===== config.mk =====
export PLATFORM = sky130hd
export DESIGN_NAME = digit_bbox_extract
export DESIGN_NICKNAME = d
export VERILOG_FILES = /design/src/rtl/digit_vision_pkg.sv /design/src/rtl/rgb_luma.sv /design/src/rtl/digit_bbox_extract.sv
export SDC_FILE = /design/constraint.sdc
export NUM_CORES = 1
export LEC_CHECK = 0
export BUFFER_PORTS_ARGS = -buffer_cell sky130_fd_sc_hd__buf_2
export CORE_UTILIZATION = 55
export DETAILED_ROUTE_END_ITERATION = 8
export GPL_TIMING_DRIVEN = 0
export PLACE_DENSITY = 0.78
export SYNTH_ARGS = -nofsm -noshare
export SYNTH_HDL_FRONTEND = slang
export SYNTH_SLANG_ARGS = --single-unit

===== constraint.sdc =====
create_clock -name iCLK -period 5.3 [get_ports iCLK]
set_input_delay 0.53 -clock iCLK [delete_from_list [all_inputs] [get_ports iCLK]]
set_output_delay 0.53 -clock iCLK [all_outputs]
set_load 0.005 [all_outputs]

===== src/rtl/digit_vision_pkg.sv =====
// Shared constants and FSM state type for the digit-recognition video path.
package digit_vision_pkg;
  localparam int H_ACT      = 640;
  localparam int V_ACT      = 480;
  localparam int COORD_W    = 11;
  localparam int PIX_W      = 10;
  localparam int LUMA_SUM_W = 12;

  typedef enum logic [1:0] {
    WAIT_SOF = 2'd0,
    ACCUM    = 2'd1,
    PUBLISH  = 2'd2
  } bbox_state_e;
endpackage


===== src/rtl/rgb_luma.sv =====
// Registered luma approximation (R + 2G + B) / 4 with the pixel's X/Y/strobe
// delayed by the same single stage so downstream logic sees them aligned.
module rgb_luma import digit_vision_pkg::*; (
  input  logic               iCLK,
  input  logic               iRST_N,
  input  logic [PIX_W-1:0]   iRed,
  input  logic [PIX_W-1:0]   iGreen,
  input  logic [PIX_W-1:0]   iBlue,
  input  logic               iDVAL,
  input  logic [COORD_W-1:0] iX,
  input  logic [COORD_W-1:0] iY,
  output logic [PIX_W-1:0]   oLuma,
  output logic [COORD_W-1:0] oX,
  output logic [COORD_W-1:0] oY,
  output logic               oDVAL
);
  logic [LUMA_SUM_W-1:0] sum_s;
  logic [PIX_W-1:0]      luma_q;
  logic [COORD_W-1:0]    x_q;
  logic [COORD_W-1:0]    y_q;
  logic                  dval_q;

  assign sum_s = {2'b00, iRed} + {1'b0, iGreen, 1'b0} + {2'b00, iBlue};

  // Stage-1 pipeline register.
  always_ff @(posedge iCLK or negedge iRST_N) begin
    if (!iRST_N) begin
      luma_q <= '0;
      x_q    <= '0;
      y_q    <= '0;
      dval_q <= 1'b0;
    end else begin
      luma_q <= sum_s[LUMA_SUM_W-1:2];
      x_q    <= iX;
      y_q    <= iY;
      dval_q <= iDVAL;
    end
  end

  assign oLuma = luma_q;
  assign oX    = x_q;
  assign oY    = y_q;
  assign oDVAL = dval_q;
endmodule


===== src/rtl/digit_bbox_extract.sv =====
// Per-frame bounding box and ink-pixel count of dark pixels in a VGA-timed RGB
// stream; publishes one registered result with a single-cycle valid pulse.
module digit_bbox_extract import digit_vision_pkg::*; #(
  parameter int MIN_PIXELS = 64,
  parameter int CNT_W      = 19
) (
  input  logic               iCLK,
  input  logic               iRST_N,
  input  logic [PIX_W-1:0]   iRed,
  input  logic [PIX_W-1:0]   iGreen,
  input  logic [PIX_W-1:0]   iBlue,
  input  logic               iDVAL,
  input  logic [COORD_W-1:0] iX,
  input  logic [COORD_W-1:0] iY,
  input  logic [PIX_W-1:0]   iThresh,
  output logic [COORD_W-1:0] oMinX,
  output logic [COORD_W-1:0] oMaxX,
  output logic [COORD_W-1:0] oMinY,
  output logic [COORD_W-1:0] oMaxY,
  output logic [CNT_W-1:0]   oCount,
  output logic               oFound,
  output logic               oBoxValid
);
  logic [PIX_W-1:0]   luma1_s;
  logic [COORD_W-1:0] x1_s, y1_s;
  logic               dval1_s;

  rgb_luma u_luma (
    .iCLK  (iCLK),   .iRST_N(iRST_N),
    .iRed  (iRed),   .iGreen(iGreen), .iBlue(iBlue),
    .iDVAL (iDVAL),  .iX    (iX),     .iY   (iY),
    .oLuma (luma1_s), .oX   (x1_s),   .oY   (y1_s), .oDVAL(dval1_s)
  );

  bbox_state_e        state_q;
  logic [COORD_W-1:0] minx_q, maxx_q, miny_q, maxy_q;
  logic [CNT_W-1:0]   cnt_q;
  logic [COORD_W-1:0] minx_d, maxx_d, miny_d, maxy_d;
  logic [CNT_W-1:0]   cnt_d;
  logic [COORD_W-1:0] base_minx_s, base_maxx_s, base_miny_s, base_maxy_s;
  logic [CNT_W-1:0]   base_cnt_s;
  logic pix_ok_s, sof_s, eof_s, dark_s, take_s, restart_s, acc_en_s;
  logic [COORD_W-1:0] out_minx_q, out_maxx_q, out_miny_q, out_maxy_q;
  logic [CNT_W-1:0]   out_cnt_q;
  logic               out_found_q, out_valid_q;

  assign pix_ok_s  = dval1_s && (x1_s < COORD_W'(H_ACT)) && (y1_s < COORD_W'(V_ACT));
  assign sof_s     = pix_ok_s && (x1_s == '0) && (y1_s == '0);
  assign eof_s     = pix_ok_s && (x1_s == COORD_W'(H_ACT - 1)) && (y1_s == COORD_W'(V_ACT - 1));
  assign dark_s    = pix_ok_s && (luma1_s < iThresh);
  // Only in-frame pixels count; a frame start seen in either state reopens the frame.
  assign take_s    = pix_ok_s && ((state_q == ACCUM) || ((state_q == WAIT_SOF) && sof_s));
  assign restart_s = take_s && sof_s;
  assign acc_en_s  = take_s && dark_s;

  assign base_minx_s = restart_s ? {COORD_W{1'b1}} : minx_q;
  assign base_maxx_s = restart_s ? {COORD_W{1'b0}} : maxx_q;
  assign base_miny_s = restart_s ? {COORD_W{1'b1}} : miny_q;
  assign base_maxy_s = restart_s ? {COORD_W{1'b0}} : maxy_q;
  assign base_cnt_s  = restart_s ? {CNT_W{1'b0}}   : cnt_q;

  assign minx_d = (acc_en_s && (x1_s < base_minx_s)) ? x1_s : base_minx_s;
  assign maxx_d = (acc_en_s && (x1_s > base_maxx_s)) ? x1_s : base_maxx_s;
  assign miny_d = (acc_en_s && (y1_s < base_miny_s)) ? y1_s : base_miny_s;
  assign maxy_d = (acc_en_s && (y1_s > base_maxy_s)) ? y1_s : base_maxy_s;
  assign cnt_d  = (acc_en_s && (base_cnt_s != {CNT_W{1'b1}})) ? base_cnt_s + CNT_W'(1) : base_cnt_s;

  // Frame FSM, accumulators and registered result.
  always_ff @(posedge iCLK or negedge iRST_N) begin
    if (!iRST_N) begin
      state_q     <= WAIT_SOF;
      minx_q      <= {COORD_W{1'b1}};
      maxx_q      <= {COORD_W{1'b0}};
      miny_q      <= {COORD_W{1'b1}};
      maxy_q      <= {COORD_W{1'b0}};
      cnt_q       <= {CNT_W{1'b0}};
      out_minx_q  <= '0;
      out_maxx_q  <= '0;
      out_miny_q  <= '0;
      out_maxy_q  <= '0;
      out_cnt_q   <= '0;
      out_found_q <= 1'b0;
      out_valid_q <= 1'b0;
    end else begin
      out_valid_q <= 1'b0;
      case (state_q)
        WAIT_SOF, ACCUM: begin
          minx_q <= minx_d;
          maxx_q <= maxx_d;
          miny_q <= miny_d;
          maxy_q <= maxy_d;
          cnt_q  <= cnt_d;
          if (take_s && eof_s && (state_q == ACCUM)) begin
            state_q <= PUBLISH;
          end else if (take_s) begin
            state_q <= ACCUM;
          end else begin
            state_q <= state_q;
          end
        end
        PUBLISH: begin
          // An empty frame publishes zeros rather than the raw reset-value minima.
          if (cnt_q == '0) begin
            out_minx_q <= '0;
            out_maxx_q <= '0;
            out_miny_q <= '0;
            out_maxy_q <= '0;
          end else begin
            out_minx_q <= minx_q;
            out_maxx_q <= maxx_q;
            out_miny_q <= miny_q;
            out_maxy_q <= maxy_q;
          end
          out_cnt_q   <= cnt_q;
          out_found_q <= (cnt_q >= CNT_W'(MIN_PIXELS));
          out_valid_q <= 1'b1;
          minx_q      <= {COORD_W{1'b1}};
          maxx_q      <= {COORD_W{1'b0}};
          miny_q      <= {COORD_W{1'b1}};
          maxy_q      <= {COORD_W{1'b0}};
          cnt_q       <= {CNT_W{1'b0}};
          state_q     <= WAIT_SOF;
        end
        default: begin
          state_q <= WAIT_SOF;
        end
      endcase
    end
  end

  assign oMinX     = out_minx_q;
  assign oMaxX     = out_maxx_q;
  assign oMinY     = out_miny_q;
  assign oMaxY     = out_maxy_q;
  assign oCount    = out_cnt_q;
  assign oFound    = out_found_q;
  assign oBoxValid = out_valid_q;
endmodule


Yosys cells after proc, flatten, opt, wreduce, memory -nomap -nowiden. Cells that the tools add are included.

Word-level logic and storage cells: 82. Flip-flop bits (word level): 163. Input bits: 65.

Magnitude comparators: 8. Add/subtract/negate cells: 3. Equality and inequality tests: 6. Multiplexer cells: 23. Reductions and logical operators: 25.

Operators with widths (count): 11-bit 2-to-1 mux (12); 11-bit one-hot mux with 2 select lines (4); 19-bit 2-to-1 mux (2); 19-bit one-hot mux with 2 select lines (1); 11-bit > comparator (2); 11-bit zero test (2); 11-bit < comparator (2); 19-bit by 1-bit adder with 19-bit output, second input constant (1); 19-bit by 7-bit >= comparator with 1-bit output, second input constant (1); 19-bit zero test (1); 19-bit != test, second input constant (1); 1-bit logical AND (18); 10-bit by 11-bit adder with 12-bit output (1); 12-bit by 10-bit adder with 12-bit output (1); 11-bit by 10-bit == test with 1-bit output, second input constant (1); 11-bit by 9-bit == test with 1-bit output, second input constant (1); 11-bit by 10-bit < comparator with 1-bit output, second input constant (1); 11-bit by 9-bit < comparator with 1-bit output, second input constant (1); 10-bit < comparator (1); 2-bit 2-to-1 mux (3); 3-bit != test, second input constant (1); 2-bit by 1-bit == test with 1-bit output, second input constant (1); 2-bit == test, second input constant (1); 2-bit zero test (1); 4 further kinds (4).

Longest topological paths before layout.
Word-level depth: 14. Depth in mapped cells: 15.

Hierarchy. From an unflattened synthesis, not the netlist that was laid out.

Cells, all modules: 724. Area, all modules: 8106.5 µm².

Modules (own cells, without submodules): digit_bbox_extract (area each 6631.4 µm², sequential area each 3280.6 µm², cells an instance 620, times used 1); rgb_luma (area each 1475.2 µm², sequential area each 825.8 µm², cells an instance 104, times used 1).

Worst setup path before layout. Ideal clock, no wire load.

Path type: register -> register. Start: register u_luma.y_q[7], in the netlist u_luma.oY[7]. End: register minx_q[1]. Path buffers: 1. Clock period less this slack: 3.682 ns. Setup time: 0.061 ns. Required time: 5.239 ns. Slack: 1.618 ns. Cell stages (with the launch flop): 13. Data arrival time: 3.622 ns. Cells stage by stage: dfrtp_1 or4_4 nor4_2 clkbuf_1 nor2_1 ha_1 and4_1 nor2b_1 a221o_1 a311oi_1 nand2_1 a21oi_2 o22a_1.

Longest elaborated chain between the ends: 13. Elaborated cells on any way between the ends: 16.

RTL lines: from (decl) (line rgb_luma.sv:20) `logic [COORD_W-1:0] y_q;`; from (signal assigned) (line rgb_luma.sv:35) `y_q <= iY;`; 11-bit by 9-bit < comparator with 1-bit output (line digit_bbox_extract.sv:47) `assign pix_ok_s = dval1_s && (x1_s < COORD_W'(H_ACT)) && (y1_s < COORD_W'(V_ACT));`; 1-bit logical AND (line digit_bbox_extract.sv:47); 1-bit logical AND (2 in series) (line digit_bbox_extract.sv:48) `assign sof_s = pix_ok_s && (x1_s == '0) && (y1_s == '0);`; 1-bit logical AND (line digit_bbox_extract.sv:52) `assign take_s = pix_ok_s && ((state_q == ACCUM) || ((state_q == WAIT_SOF) && sof_s));`; 1-bit logical OR (line digit_bbox_extract.sv:52); 1-bit logical AND (line digit_bbox_extract.sv:52); 1-bit logical AND (line digit_bbox_extract.sv:53) `assign restart_s = take_s && sof_s;`; 11-bit 2-to-1 mux (line digit_bbox_extract.sv:56) `assign base_minx_s = restart_s ? {COORD_W{1'b1}} : minx_q;`; 11-bit < comparator (line digit_bbox_extract.sv:62) `assign minx_d = (acc_en_s && (x1_s < base_minx_s)) ? x1_s : base_minx_s;`; 1-bit logical AND (line digit_bbox_extract.sv:62); 11-bit 2-to-1 mux * (line digit_bbox_extract.sv:62); 11-bit one-hot mux with 2 select lines * (line digit_bbox_extract.sv:86) `case (state_q)`; to (signal assigned) (line digit_bbox_extract.sv:72) `minx_q <= {COORD_W{1'b1}};`; to (signal assigned) (line digit_bbox_extract.sv:88) `minx_q <= minx_d;`; to (signal assigned) (line digit_bbox_extract.sv:117) `minx_q <= {COORD_W{1'b1}};`; to (decl) (line digit_bbox_extract.sv:36) `logic [COORD_W-1:0] minx_q, maxx_q, miny_q, maxy_q;`.

Mark *: on every way between the ends. The rest lies on a longest branch, timed or not. A chain may end at the register's enable or synchronous reset.

Worst setup path in the final report.
Start: register u_luma.x_q[10], in the netlist u_luma.oX[10]. End: register minx_q[2].

Longest elaborated chain between the ends: 14. Elaborated cells on any way between the ends: 17.

RTL lines: from (decl) (line rgb_luma.sv:19) `logic [COORD_W-1:0] x_q;`; from (signal assigned) (line rgb_luma.sv:34) `x_q <= iX;`; 11-bit by 10-bit < comparator with 1-bit output (line digit_bbox_extract.sv:47); 1-bit logical AND (2 in series) (line digit_bbox_extract.sv:47); 1-bit logical AND (2 in series) (line digit_bbox_extract.sv:48); 1-bit logical AND (line digit_bbox_extract.sv:52); 1-bit logical OR (line digit_bbox_extract.sv:52); 1-bit logical AND (line digit_bbox_extract.sv:52); 1-bit logical AND (line digit_bbox_extract.sv:53); 11-bit 2-to-1 mux (line digit_bbox_extract.sv:56); 11-bit < comparator (line digit_bbox_extract.sv:62); 1-bit logical AND (line digit_bbox_extract.sv:62); 11-bit 2-to-1 mux * (line digit_bbox_extract.sv:62); 11-bit one-hot mux with 2 select lines * (line digit_bbox_extract.sv:86).

Marked as above.

==> flow_summary.toml <==
[floorplanning]
rows = 43
start_util = 0.5739
die_w_um = 123.3
dieArea_mm2 = 0.01520
ioPinCount = 130
coreArea_mm2 = 0.01410
die_h_um = 123.3

[grt]
grt_pass1_wl_um = 30650
grt_remaining_overflow = 0
grt_pass1_vias = 6277
grt_usage = 0.2664
antenna_found_initial = 0
grt_max_degree = 94

[setup_path]
worstSetupEndpointType = "flip-flop"
slowest_delay_ns = 0.90
r2r-start = "u_luma.oX[10]$_DFF_PN0_"
cp-start-kind = "flip-flop"
rr_endpoint = "minx_q[2]$_DFFE_PN1P_"
arrival_ns = 5.03
critPathSlowestCell = "nor4_2"
worst-path-max-fanout = 10
reg2reg_slack_ns = 0.64
r2r_cells = 13
cp.required_ns = 5.67
worstPathCellList = "nor3_1 > nand3b_1 > nor4_2 > clkbuf_1 > nor2_1 > ha_1 > and4_1 > nor2b_1 > a221o_1 > a311oi_1 > nand2_1 > a21oi_2 > o22a_1"
crit_type = "flip-flop to flip-flop"

[logic_synthesis]
ys_seq_elements = 163
synthTopCellsByArea = "dfrtp_1 (44%), ha_1 (9.4%), dfstp_2 (7.1%), a22o_1 (6.0%), nand2_1 (3.3%)"
syn_area_mm2 = 0.008090
syn_avg_cell_area_um2 = 10.95
ys_seq_area_frac = 0.5076
synth_cell_types = 63
synth_area_leader_cell = "dfrtp_1"
synth_top_area_share = 0.4361
synth.top_cells.by_count = "dfrtp_1 (141), nand2_1 (71), ha_1 (61), a22o_1 (55), nor2_1 (45)"
postSynth.asyncResetShare = 1.000
ys.flop_type = "dfrtp_1"
synth.most_common_cell = "dfrtp_1"
syn_nets = 875
postSynthCellCount = 739
synth-warning-count = 0
synth_edf_count = 0

[routing]
viasPerCell = 5.938
num_vias = 6419
highest_layer = "met4"
first_pass_iters = 5
drc_errors = 0
wl_per_cell_um = 17.27
wirelength_um = 18670
wl_met3_um = 1113
ant_nets = 0
wl_met2_um = 8746
drt-met1-wl_um = 8326
drt-initial-drc-count = 381

[placed_design]
place_congestion = 0.8599
place_inst = 1049
placed_cell_area_mm2 = 0.008995
portBuffers = 129
dpl.hpwl_um = 13410

[clock_tree]
cts.sinks = 163
cts_tree = "yes"
cts_resized = 0
post-cts-setup-buffers = 0
htree_levels = 4
insertion_delay_ns = 0.43
numCtsBuffers = 17
clkTransAtPathRegs_ns = 0.06
clockBufferDepth = 2
cts-hold-fix-buffers = 0
clockRootBuffer = "clkbuf_16"

[sta]
hold_ws_ns = 0.08233
drv_slew = 0
slew_headroom = 0.2725
period_minus_slack_ns = 4.661
rsz0062_at_grt = "false"
skew_ns = 0.008738
finalCritPeriodShare = 0.8795
clock.fmax_mhz = 214.5
final_hold_viol_count = 0
setup_viol = 0
tightestPinTransition_ns = 1.086
tns_ns = 0

[power]
ir_worst_vdd_v = 0.0002356
p_comb_frac = 0.092
power_switching_uw = 668.9
switching_share = 0.2450
leakage_nw = 4.791
power_frac_seq = 0.482
power.internal_mw = 2.062
p_per_area_mw_per_mm2 = 285.5
p_clk_frac = 0.426

[final_layout]
post-route-cell-area_mm2 = 0.009565
drive_above_1_share = 0.2309
finalNonFillerCells = 1081
diodes = 0
fin_nets = 1024
syn2layout_area_growth_pct = 18.23

[worst_hold_path]
hold_class = "input port to asynchronous set/reset pin"

[job]
cap_viol_max_count = 0

[status]
outcome = "complete, no violations"
## per-stage QoR
| stage | power [mW] | setup slack (ns) | utilization |
|---|---|---|---|
| 2_1_floorplan | 1.485 | 1.618 | - |
| 3_3_place_gp | 1.573 | 0.7506 | 0.6357 |
| 3_5_place_dp | 1.590 | 0.7057 | 0.6381 |
| 4_1_cts | 2.750 | 0.6803 | 0.6786 |
| 5_1_grt | 2.846 | 0.3505 | 0.6786 |
| 6_report | 2.731 | 0.6389 | 0.6786 |
## cell usage in the layout (no fill, tap or decap), types with 6 or more instances in the layout
cell type,count
a211o_1,6
a211oi_1,6
a21o_1,9
a21oi_1,28
a22o_1,55
a31oi_1,7
and2_1,6
and3_1,9
buf_2,131
clkbuf_1,27
clkbuf_16,17
dfrtp_1,141
dfstp_2,22
fa_1,10
ha_1,61
inv_1,37
mux2_2,13
nand2_1,71
nand3_1,14
nand4_1,15
nor2_1,45
nor3_1,11
nor4_1,11
o21ai_0,25
o21ai_1,22
o22a_1,19
## cell type report
cell class	count	area (um^2)
fillers	1136	4531
flip-flops and latches	163	4106
multi-input cells	507	3714
repair buffers	130	679.4
clock buffers	23	498.0
well taps	180	225.2
inverters	37	138.9
plain buffers	32	131.4
clock inverters	9	72.57
## power by group through the flow
stage | clock, mW | combinational, mW | sequential [mW]
finish | 1.16 | 0.251 | 1.32
global route | 1.23 | 0.292 | 1.32
global placement | 0 | 0.237 | 1.34
floorplan | 0 | 0.160 | 1.32
CTS | 1.18 | 0.255 | 1.31
detailed placement | 0 | 0.253 | 1.34
## worst max-delay path: cells and delay by family (launching register included)
family | cells | cell delay [ns]
buffers and inverters | 1 | 0.49
flip-flops | 1 | 0.46
AO/OA/AOI/OAI | 4 | 1.32
adder cells (fa/ha/maj) | 1 | 0.31
AND/OR/NAND/NOR | 7 | 2.02
## how the worst max path moves through the flow
stage                                  startpoint               endpoint  slack [ns]  cells past startpoint
after floorplan            u_luma.oY[7]$_DFF_PN0_  minx_q[1]$_DFFE_PN1P_        1.62                     12
after global placement    u_luma.oX[10]$_DFF_PN0_  minx_q[9]$_DFFE_PN1P_        0.75                     13
after detailed placement  u_luma.oX[10]$_DFF_PN0_  minx_q[2]$_DFFE_PN1P_        0.71                     13
after CTS                 u_luma.oX[10]$_DFF_PN0_  minx_q[2]$_DFFE_PN1P_        0.68                     13
after global routing      u_luma.oX[10]$_DFF_PN0_  minx_q[2]$_DFFE_PN1P_        0.35                     13
final                     u_luma.oX[10]$_DFF_PN0_  minx_q[2]$_DFFE_PN1P_        0.64                     13
## routing by layer
metal  track usage  vias up
li1              -     3032
met5             0        -
met3       0.05212       39
met1        0.3594     3135
met4        0.1160        0
met2        0.4200      213
## flip-flops by register name, summed over array words and instances (netlist names), 10 cells and up
register and count:
maxx_q 11, oMinX 11, oCount 19, u_luma.oX 11, oMaxX 11, u_luma.oY 11, minx_q 11, miny_q 11
maxy_q 11, oMaxY 11, u_luma.oLuma 10, oMinY 11, cnt_q 19
## cells by family after synthesis
| logic type | Yosys count | synth area share |
|---|---|---|
| compound gates | 207 | 0.1862 |
| xor+xnor | 7 | 0.007578 |
| fa+ha+maj | 71 | 0.1191 |
| buf+inv | 69 | 0.03340 |
| flops | 163 | 0.5076 |
| mux | 17 | 0.02320 |
| simple gates | 205 | 0.1230 |
Power figures use the tool's default switching activity.
